`src/rtl/ad9226_dac_pkg.sv`:
```
// Shared types and defaults for the AD9226-style parallel DAC transmit path.
package ad9226_dac_pkg;

  typedef enum logic {
    IDLE,
    RUN
  } state_t;

  localparam int unsigned DEFAULT_CLK_DIV   = 4;
  localparam int unsigned HALF              = DEFAULT_CLK_DIV / 2;
  localparam logic [11:0] DEFAULT_IDLE_CODE = 12'h800;

endpackage

```
`src/rtl/ad9226_dac_tx_fifo.sv`:
```
// First-word-fall-through sample FIFO: head is valid whenever empty is low.
// No bypass path, so a word written at one edge is poppable from the next.
module sync_fifo_fwft
  import ad9226_dac_pkg::*;
#(
  parameter int unsigned DEPTH = 4,
  parameter int unsigned WIDTH = 12
) (
  input  logic             clk,
  input  logic             rst_n,
  input  logic             push,
  input  logic [WIDTH-1:0] wdata,
  input  logic             pop,
  output logic [WIDTH-1:0] rdata,
  output logic             full,
  output logic             empty
);

  localparam int unsigned AW = (DEPTH > 1) ? $clog2(DEPTH) : 1;

  logic [WIDTH-1:0] mem [DEPTH];
  logic [AW-1:0]    wr_ptr;
  logic [AW-1:0]    rd_ptr;
  logic [AW:0]      count;
  logic             do_push;
  logic             do_pop;

  assign full    = (count == (AW + 1)'(DEPTH));
  assign empty   = (count == '0);
  assign do_push = push && !full;
  assign do_pop  = pop && !empty;
  assign rdata   = mem[rd_ptr];

  always_ff @(posedge clk) begin
    if (do_push) begin
      mem[wr_ptr] <= wdata;
    end
  end

  always_ff @(posedge clk or negedge rst_n) begin
    if (!rst_n) begin
      wr_ptr <= '0;
      rd_ptr <= '0;
      count  <= '0;
    end else begin
      if (do_push) wr_ptr <= wr_ptr + 1'b1;
      if (do_pop)  rd_ptr <= rd_ptr + 1'b1;
      case ({do_push, do_pop})
        2'b10:   count <= count + 1'b1;
        2'b01:   count <= count - 1'b1;
        default: count <= count;
      endcase
    end
  end

endmodule

```
`src/rtl/ad9226_dac_tx.sv`:
```
// Streams FIFO'd samples onto a parallel DAC bus with a divided, registered
// sample clock; data is launched on the dac_clk falling edge.
module ad9226_dac_tx
  import ad9226_dac_pkg::*;
#(
  parameter int unsigned                DAC_DATA_WIDTH = 12,
  parameter int unsigned                CLK_DIV        = DEFAULT_CLK_DIV,
  parameter int unsigned                FIFO_DEPTH     = 4,
  parameter logic [DAC_DATA_WIDTH-1:0]  IDLE_CODE      = DAC_DATA_WIDTH'(DEFAULT_IDLE_CODE)
) (
  input  logic                      clk,
  input  logic                      rst_n,
  input  logic                      enable,
  input  logic [DAC_DATA_WIDTH-1:0] s_data,
  input  logic                      s_valid,
  output logic                      s_ready,
  output logic                      dac_clk,
  output logic [DAC_DATA_WIDTH-1:0] dac_data,
  output logic                      busy,
  output logic                      underrun,
  output logic                      underrun_flag,
  input  logic                      clr_underrun
);

  localparam int unsigned   CW       = $clog2(CLK_DIV);
  localparam logic [CW-1:0] HALF_CNT = CW'(CLK_DIV / 2);
  localparam logic [CW-1:0] LAST_CNT = CW'(CLK_DIV - 1);

  state_t                    state, state_n;
  logic [CW-1:0]             div_cnt, div_n, div_inc;
  logic                      dac_clk_n;
  logic [DAC_DATA_WIDTH-1:0] dac_data_n;
  logic                      busy_n;
  logic                      underrun_n;
  logic                      flag_n;
  logic                      ready_q;
  logic                      fifo_pop;
  logic                      fifo_full;
  logic                      fifo_empty;
  logic [DAC_DATA_WIDTH-1:0] fifo_head;

  // ready_q keeps s_ready low through reset and for the release edge itself
  assign s_ready = ready_q && !fifo_full;

  sync_fifo_fwft #(
    .DEPTH (FIFO_DEPTH),
    .WIDTH (DAC_DATA_WIDTH)
  ) u_fifo (
    .clk   (clk),
    .rst_n (rst_n),
    .push  (s_valid && s_ready),
    .wdata (s_data),
    .pop   (fifo_pop),
    .rdata (fifo_head),
    .full  (fifo_full),
    .empty (fifo_empty)
  );

  assign div_inc = (div_cnt == LAST_CNT) ? '0 : div_cnt + 1'b1;

  always_comb begin
    state_n    = state;
    div_n      = div_cnt;
    dac_clk_n  = dac_clk;
    dac_data_n = dac_data;
    busy_n     = busy;
    underrun_n = 1'b0;
    fifo_pop   = 1'b0;
    case (state)
      IDLE: begin
        div_n      = '0;
        dac_clk_n  = 1'b0;
        dac_data_n = IDLE_CODE;
        busy_n     = 1'b0;
        if (enable && !fifo_empty) begin
          state_n    = RUN;
          dac_data_n = fifo_head;
          fifo_pop   = 1'b1;
          div_n      = HALF_CNT;
          busy_n     = 1'b1;
        end
      end
      RUN: begin
        div_n     = div_inc;
        dac_clk_n = (div_inc < HALF_CNT);
        // launch point: dac_clk falls here, so stopping never truncates a high phase
        if (div_inc == HALF_CNT) begin
          if (!enable) begin
            state_n    = IDLE;
            dac_data_n = IDLE_CODE;
            dac_clk_n  = 1'b0;
            div_n      = '0;
            busy_n     = 1'b0;
          end else if (!fifo_empty) begin
            dac_data_n = fifo_head;
            fifo_pop   = 1'b1;
          end else begin
            underrun_n = 1'b1;
          end
        end
      end
      default: state_n = IDLE;
    endcase
  end

  assign flag_n = underrun_n ? 1'b1 : (clr_underrun ? 1'b0 : underrun_flag);

  always_ff @(posedge clk or negedge rst_n) begin
    if (!rst_n) begin
      state         <= IDLE;
      div_cnt       <= '0;
      dac_clk       <= 1'b0;
      dac_data      <= IDLE_CODE;
      busy          <= 1'b0;
      underrun      <= 1'b0;
      underrun_flag <= 1'b0;
      ready_q       <= 1'b0;
    end else begin
      state         <= state_n;
      div_cnt       <= div_n;
      dac_clk       <= dac_clk_n;
      dac_data      <= dac_data_n;
      busy          <= busy_n;
      underrun      <= underrun_n;
      underrun_flag <= flag_n;
      ready_q       <= 1'b1;
    end
  end

endmodule
```
`config.mk`:
```
export PLATFORM = sky130hd
export DESIGN_NAME = ad9226_dac_tx
export DESIGN_NICKNAME = d
export VERILOG_FILES = /design/src/rtl/ad9226_dac_pkg.sv /design/src/rtl/ad9226_dac_tx_fifo.sv /design/src/rtl/ad9226_dac_tx.sv
export SDC_FILE = /design/constraint.sdc
export NUM_CORES = 1
export LEC_CHECK = 0
export ABC_AREA = 1
export CELL_PAD_IN_SITES_DETAIL_PLACEMENT = 1
export CELL_PAD_IN_SITES_GLOBAL_PLACEMENT = 2
export CORE_MARGIN = 2
export CORE_UTILIZATION = 45
export DETAILED_ROUTE_END_ITERATION = 8
export DONT_BUFFER_PORTS = 1
export GPL_ROUTABILITY_DRIVEN = 0
export PLACE_DENSITY = 0.94
export SLEW_MARGIN = 20
export SYNTH_ARGS = -nofsm -noshare
export SYNTH_HDL_FRONTEND = slang
export SYNTH_SLANG_ARGS = --single-unit
```
`constraint.sdc`:
```
create_clock -name clk -period 3.4 [get_ports clk]
set_input_delay 0.68 -clock clk [delete_from_list [all_inputs] [get_ports clk]]
set_output_delay 0.68 -clock clk [all_outputs]
set_load 0.01 [all_outputs]
```
## Word-level counts from Yosys, hierarchy flattened

Memories as Yosys holds them, arrays and structs flattened.
Index checks and enable logic that the tools add are counted.
Widths: inputs -> output; s select.

| word-level totals | value |
|---|---|
| bits in registers | 27 |
| latch bits | 0 |
| RAM bits | 48 |
| bits in read-only memories | 0 |
| input port bits | 17 |
| logic and storage cells | 72 |
| memories | 1 |

Memory list:

| memory | words | bits a word | read ports | clocked after memory_dff | write ports | line | source |
|---|---|---|---|---|---|---|---|
| u_fifo.mem | 4 | 12 | 1 | 0 | 1 | ad9226_dac_tx_fifo.sv:21 | `logic [WIDTH-1:0] mem [DEPTH];` |

| operators by class | value |
|---|---|
| add/subtract/negate cells | 5 |
| multiply operators | 0 |
| divide/modulo/power cells | 0 |
| $lt $le $gt $ge | 1 |
| eq/ne operators | 8 |
| shifts and indexed selects | 0 |
| muxes and demuxes | 33 |
| bitwise operators | 1 |
| reduce and logical (&&, ||, !) cells | 12 |

Operator list:

| cell | count |
|---|---|
| $mux 12 | 4 |
| $pmux 12 s2 | 1 |
| $mux 1 | 18 |
| $mux 2 | 4 |
| $pmux 1 s2 | 4 |
| $add 2x1->2 const B | 3 |
| $eq 2x2->1 const B | 3 |
| $pmux 3 s2 | 1 |
| $logic_and 1x1->1 | 5 |
| $pmux 2 s2 | 1 |
| $reduce_and 2->1 | 2 |
| $reduce_bool 2->1 | 2 |
| $add 3x1->3 const B | 1 |
| $eq 3x3->1 const B | 1 |
| $logic_not 3->1 | 1 |
| $ne 3x3->1 const B | 1 |
| $sub 3x1->3 const B | 1 |
| $eq 2x1->1 const B | 1 |
| $logic_not 1->1 | 2 |
| $lt 2x2->1 const B | 1 |
| $ne 2x1->1 const B | 1 |
| $ne 2x2->1 const B | 1 |
| $not 1->1 | 1 |

## Longest topological paths before layout

| logic depth | value |
|---|---|
| word-level depth | 8 |
| depth in mapped cells | 14 |

## Modules after synthesis

Synthesis repeated with hierarchy kept, for this count alone.

| second synthesis, totals | value |
|---|---|
| cell total of the unflattened synthesis | 294 |
| area total of the unflattened synthesis | 3370.7 µm² |

Modules (own cells, without submodules):

| module | instances | cells each | area an instance (µm²) | sequential area each (µm²) |
|---|---|---|---|---|
| sync_fifo_fwft | 1 | 201 | 2451.1 | 1616.6 |
| ad9226_dac_tx | 1 | 93 | 919.6 | 501.7 |

## Worst setup path before layout

Ideal clock, no wire load.

| timing path | value |
|---|---|
| path type | register to register |
| start point | register div_cnt[1] |
| end point | register u_fifo.count[2] |
| setup time | 79 ps |
| arrival time | 1939 ps |
| required time | 3321 ps |
| slack | 1381 ps |
| stages on the path, launching flop included | 15 |
| path buffers | 1 |
| clock period less this slack | 2019 ps |
| path through | dfrtp_1 inv_1 ha_1 inv_1 nand2_1 nand3_4 buf_8 inv_1 ha_1 inv_1 fa_1 nor2_1 nor2_1 nand2_1 xor2_1 |

| between the ends | value |
|---|---|
| longest elaborated chain between the ends | 8 |

Ends and longest elaborated chain:

| what | line | source |
|---|---|---|
| start: declaration | ad9226_dac_tx.sv:30 | `logic [CW-1:0] div_cnt, div_n, div_inc;` |
| start signal: assignment | ad9226_dac_tx.sv:120 | `div_cnt <= div_n;` |
| $add 2x1->2 or $eq 2x2->1 (tied branches) | ad9226_dac_tx.sv:59 | `assign div_inc = (div_cnt == LAST_CNT) ? '0 : div_cnt + 1'b1;` |
| $mux 2 (*) | ad9226_dac_tx.sv:59 |  |
| $eq 2x2->1 (*) | ad9226_dac_tx.sv:87 | `if (div_inc == HALF_CNT) begin` |
| $mux 1 (*) | ad9226_dac_tx.sv:87 |  |
| $pmux 1 s2 (*) | ad9226_dac_tx.sv:69 | `case (state)` |
| $logic_and 1x1->1 (*) | ad9226_dac_tx_fifo.sv:31 | `assign do_pop = pop && !empty;` |
| via u_fifo.do_pop | ad9226_dac_tx_fifo.sv:26 | `logic do_pop;` |
| $eq 2x1->1 or $eq 2x2->1 (tied branches) | ad9226_dac_tx_fifo.sv:48 | `case ({do_push, do_pop})` |
| $pmux 3 s2 or $reduce_bool 2->1 (tied branches) | -- |  |
| end signal: assignment | ad9226_dac_tx_fifo.sv:49 | `2'b10: count <= count + 1'b1;` |
| end signal: assignment | ad9226_dac_tx_fifo.sv:50 | `2'b01: count <= count - 1'b1;` |
| end signal: assignment | ad9226_dac_tx_fifo.sv:51 | `default: count <= count;` |
| end: declaration | ad9226_dac_tx_fifo.sv:24 | `logic [AW:0] count;` |

The timed path passes the listed nets; every way through them passes the cells marked *.
A chain may end at the register's enable or synchronous reset.

## Worst setup path after layout

Ends and elaborated chain as after synthesis.

==> flow_results.org <==
** CTS
- The clock net in this run drives a total of 75 sinks.
- Clock transition at the register clock pins on the worst setup and hold paths after CTS :: 0.09 ns
- Counting along the longest clock path gives a buffer depth of 2.
- In this run, post-CTS repair resized a total of 0 instances.
- CTS tree :: yes
- In this run, CTS created clock tree buffers numbering 9.
- Buffers inserted during post-CTS setup optimization :: 0
- The root buffer cell chosen for the clock tree is sky130_fd_sc_hd__clkbuf_8.
- The H-tree generated during clock tree synthesis spans 3 levels.
- Clock insertion delay at the later pin of the skew report :: 0.36 ns

** Run status
- Outcome :: completed

** Synth
- Of the total synthesized cell area, the portion taken by XOR and XNOR cells is between 1 and 1.5%.
- The synthesized netlist devotes 17.8% of its cell area to simple gates.
- Synthesized-area fraction occupied by adder cells :: 3.44%
- In this run the mean area of a mapped cell was roughly 12 um2.
- Sequential share of the synthesized area :: 67.7%
- Measured against the total synthesized area, the mux share comes to 0%.
- Flops & latches, synth :: between 70 and 80
- Dominant combinational cell family by area after synthesis :: simple AND/OR/NAND/NOR gates
- Netlist area before placement :: 0.00313 mm2
- The number of different library cells used by synthesis comes to 30.
- Net count after synthesis :: 291
- During synthesis, Yosys emitted a total of 0 warnings.
- The cell count after synthesis came out at 266.
- The synthesized netlist devotes 4.16% of its cell area to compound gates.

** Timing
- Endpoints failing hold :: 0
- Between clock sinks in the finished design, the worst skew comes to approximately 0.0093 ns.
- Max Clk Rate :: ~450 MHz
- At the pin with the least slew margin, the transition time is about 0.92 ns.
- Summed over all failing endpoints, the final setup total negative slack is 0 ns.
- The worst path in the final design needs a cycle of 2.23 ns, including I/O delays and setup.
- RSZ-0062 raised after global routing :: no
- After layout, the worst path uses 65.6% of the clock period.
- The count of pins over their slew limit was 0.
- Relative max-transition margin :: 38.7%
- Setup-failing EPs final :: 0

** Routing
- In this run, the number of DRC markers left after iteration 0 of detailed routing was 89.
- Summed over all layers, the routed wires come to ~6.0 mm.
- TritonRoute pass-1 iters :: 4
- In the final routed layout, each cell accounts on average for 16.8 um.
- Vias/cell :: around 5.2
- Highest signal layer in the routed design :: met4
- Detailed routing placed a total of approximately 2.9 mm of wire on met2.
- In the routed design, unresolved DRC markers number 0.
- Detailed routing placed a total of between 200 and 300 um of wire on met3.
- For this block, the via count after detailed routing is 1848.
- In this run the remaining antenna-violating nets after routing total 0.
- In the final routing, the length of wire on met1 measures 2.70 mm.

** Die
- The floorplan step set the die width to approximately 90 um.
- During I/O placement, the number of pins put on the boundary was 34.
- Die extent in y :: 87.4 um
- The core region is 0.00676 mm2.
- Once the floorplan was initialized, standard cells occupied 46.3% of the core.
- # rows :: 30
- The die covers 0.00764 mm2.

** Worst setup path
- Signal arrival time at the worst endpoint :: 2.51 ns
- The worst setup path is captured at a flip-flop.
- Largest fanout on the critical path :: 15
- The worst setup path is launched from a flip-flop.
- Flop-to-flop setup slack :: about 1.2 ns
- Critical path launch point :: div_cnt[1]$_DFF_PN0_
- The worst register-to-register path ends at u_fifo.count[2]$_DFFE_PN0P_.
- The worst register-to-register path has a depth of 13.
- The worst setup path is of the reg2reg kind.
- Worst EP required :: ~3.7 ns
- Reg2reg start :: div_cnt[1]$_DFF_PN0_

** Layout
- The final layout contains 297 nets.
- In the final layout, the share of cells above drive strength 1 is 14.8%.
- Most common cell after layout, fill and taps aside :: sky130_fd_sc_hd__nand2_1
- After the flow finishes, the layout carries non-filler instances totaling 357.
- Area growth, synth to finish :: 8.72%
- N_diodes :: 0
- The top cell types in the final layout, fill and taps aside, are sky130_fd_sc_hd__nand2_1, sky130_fd_sc_hd__edfxtp_1, sky130_fd_sc_hd__dfrtp_1.
- Counting the fill cells in the layout gives 709.
- Final cell utilization of the core :: 50.4%

** Pwr
- Summed over all cells, the static leakage comes to 0.00142 uW.
- Power, Total :: 2990 uW
- Total power divided by cell area :: roughly 880 mW/mm2
- VDD sags by at most approximately 340 uV.

** Global route
- The number of antenna violations at the first check in global routing was 0.
- Maximum number of pins on one net before global-route repair :: 27
- GRT Total Usage :: 17.7%
- The via count of the first global-routing pass is 1958.
- The first global-routing pass estimated ~9.8 mm of wire.
- The total overflow left after global routing is 0.

** Placed design
- Final HPWL from detailed placement :: 3.97 mm
- Counting tap cells, the placed design contains a total of 340 instances.
- PortBufs :: 0

** Worst hold path
- Min-delay worst type :: in2async

** Run
- Reported max-cap violation count :: 0
[Yosys cell counts (all sizes together)]
master  number  share of area, %
nor2        10               1.4
buf         10               2.8
nand4        1              0.20
fa           1              0.64
a21boi       1              0.24
nand3       27               5.0
edfxtp      48                46
conb         1              0.12
dfstp        1              0.84
inv         21               2.6
nand2       88                11
dfrtp       26                21
o21ai       16               3.5
xor2         3              0.84
a211oi       1              0.24
a21oi        1              0.16
ha           7               2.8
or2          1              0.20
xnor2        2              0.56
[area by class of cell]
type	instances	area [um2]	share of cell area, %
repair buffers	5	50.0	1.47
clock buffers	9	124	3.64
well taps	80	100	2.94
flip-flops and latches	75	2120	62.3
multi-input cells	160	843	24.8
clock inverters	7	85.1	2.50
inverters	21	81.3	2.39
[power breakdown]
group | switching (uW) | leakage [uW] | internal, uW | total [uW]
sequential | 218 | 0.000770 | 1170 | 1390
combinational | 569 | 0.000546 | 300 | 869
clock | 375 | 0.000108 | 357 | 732
total | 1160 | 0.00142 | 1830 | 2990
[cell families (layout without fill, tap and decap cells)]
logic type / count (synthesis) / count (layout)
buffers and inverters: 31 / 42
adders and majority gates: 8 / 8
and+or+nand+nor: 127 / 127
xor gates and xnor gates: 5 / 5
other: 1 / 1
AOI/OAI and AO/OA: 19 / 19
DFF: 75 / 75
[timing repair]
item	in CTS	in global routing
endpoints found under the hold margin	26	0
hold buffers	1	0
setup endpoints to repair	0	0
[critical path, cell delays in order (launching register included)]
cell and delay [ns]:
sky130_fd_sc_hd__dfrtp_1 0.38, sky130_fd_sc_hd__inv_1 0.06, sky130_fd_sc_hd__ha_1 0.15, sky130_fd_sc_hd__inv_1 0.06, sky130_fd_sc_hd__nand2_1 0.15, sky130_fd_sc_hd__nand3_4 0.24, sky130_fd_sc_hd__inv_1 0.12, sky130_fd_sc_hd__ha_1 0.15
sky130_fd_sc_hd__inv_1 0.07, sky130_fd_sc_hd__fa_1 0.39, sky130_fd_sc_hd__nor2_1 0.12, sky130_fd_sc_hd__nor2_1 0.04, sky130_fd_sc_hd__nand2_1 0.07, sky130_fd_sc_hd__xor2_1 0.15
[through the flow]
step	area (um2)	hold WS, ns	setup WS, ns
finish	3400	0.124	1.17
detailed placement	3170	0.385	1.18
global placement	3170	0.385	1.29
floorplan	3130	0.384	1.38
CTS	3400	0.116	1.14
global route	3400	0.122	0.951
[metal layers]
layer | up-vias | track usage, %
met1 | 902 | 22.1
met3 | 13 | 4.64
met5 | - | 0
li1 | 891 | -
met4 | 0 | 10.6
met2 | 42 | 27.5
[flip-flops by register name, indices dropped and copies added, names as in the netlist]
| register | count |
|---|---|
| u_fifo.rd_ptr | 2 |
| dac_data | 12 |
| ready_q | 1 |
| busy | 1 |
| underrun_flag | 1 |
| dac_clk | 1 |
| div_cnt | 2 |
| state | 1 |
| u_fifo.wr_ptr | 2 |
| u_fifo.mem | 48 |
| u_fifo.count | 3 |
| underrun | 1 |
[worst max-delay path by stage]
stage,end,slack [ns],cells past startpoint
after floorplan,u_fifo.count[2]$_DFFE_PN0P_,1.38,14
after global placement,u_fifo.count[2]$_DFFE_PN0P_,1.29,13
after detailed placement,u_fifo.count[2]$_DFFE_PN0P_,1.18,13
after CTS,u_fifo.count[2]$_DFFE_PN0P_,1.14,13
after global routing,u_fifo.count[2]$_DFFE_PN0P_,0.95,13
final,u_fifo.count[2]$_DFFE_PN0P_,1.17,13
(Power assumes the default switching activity.)
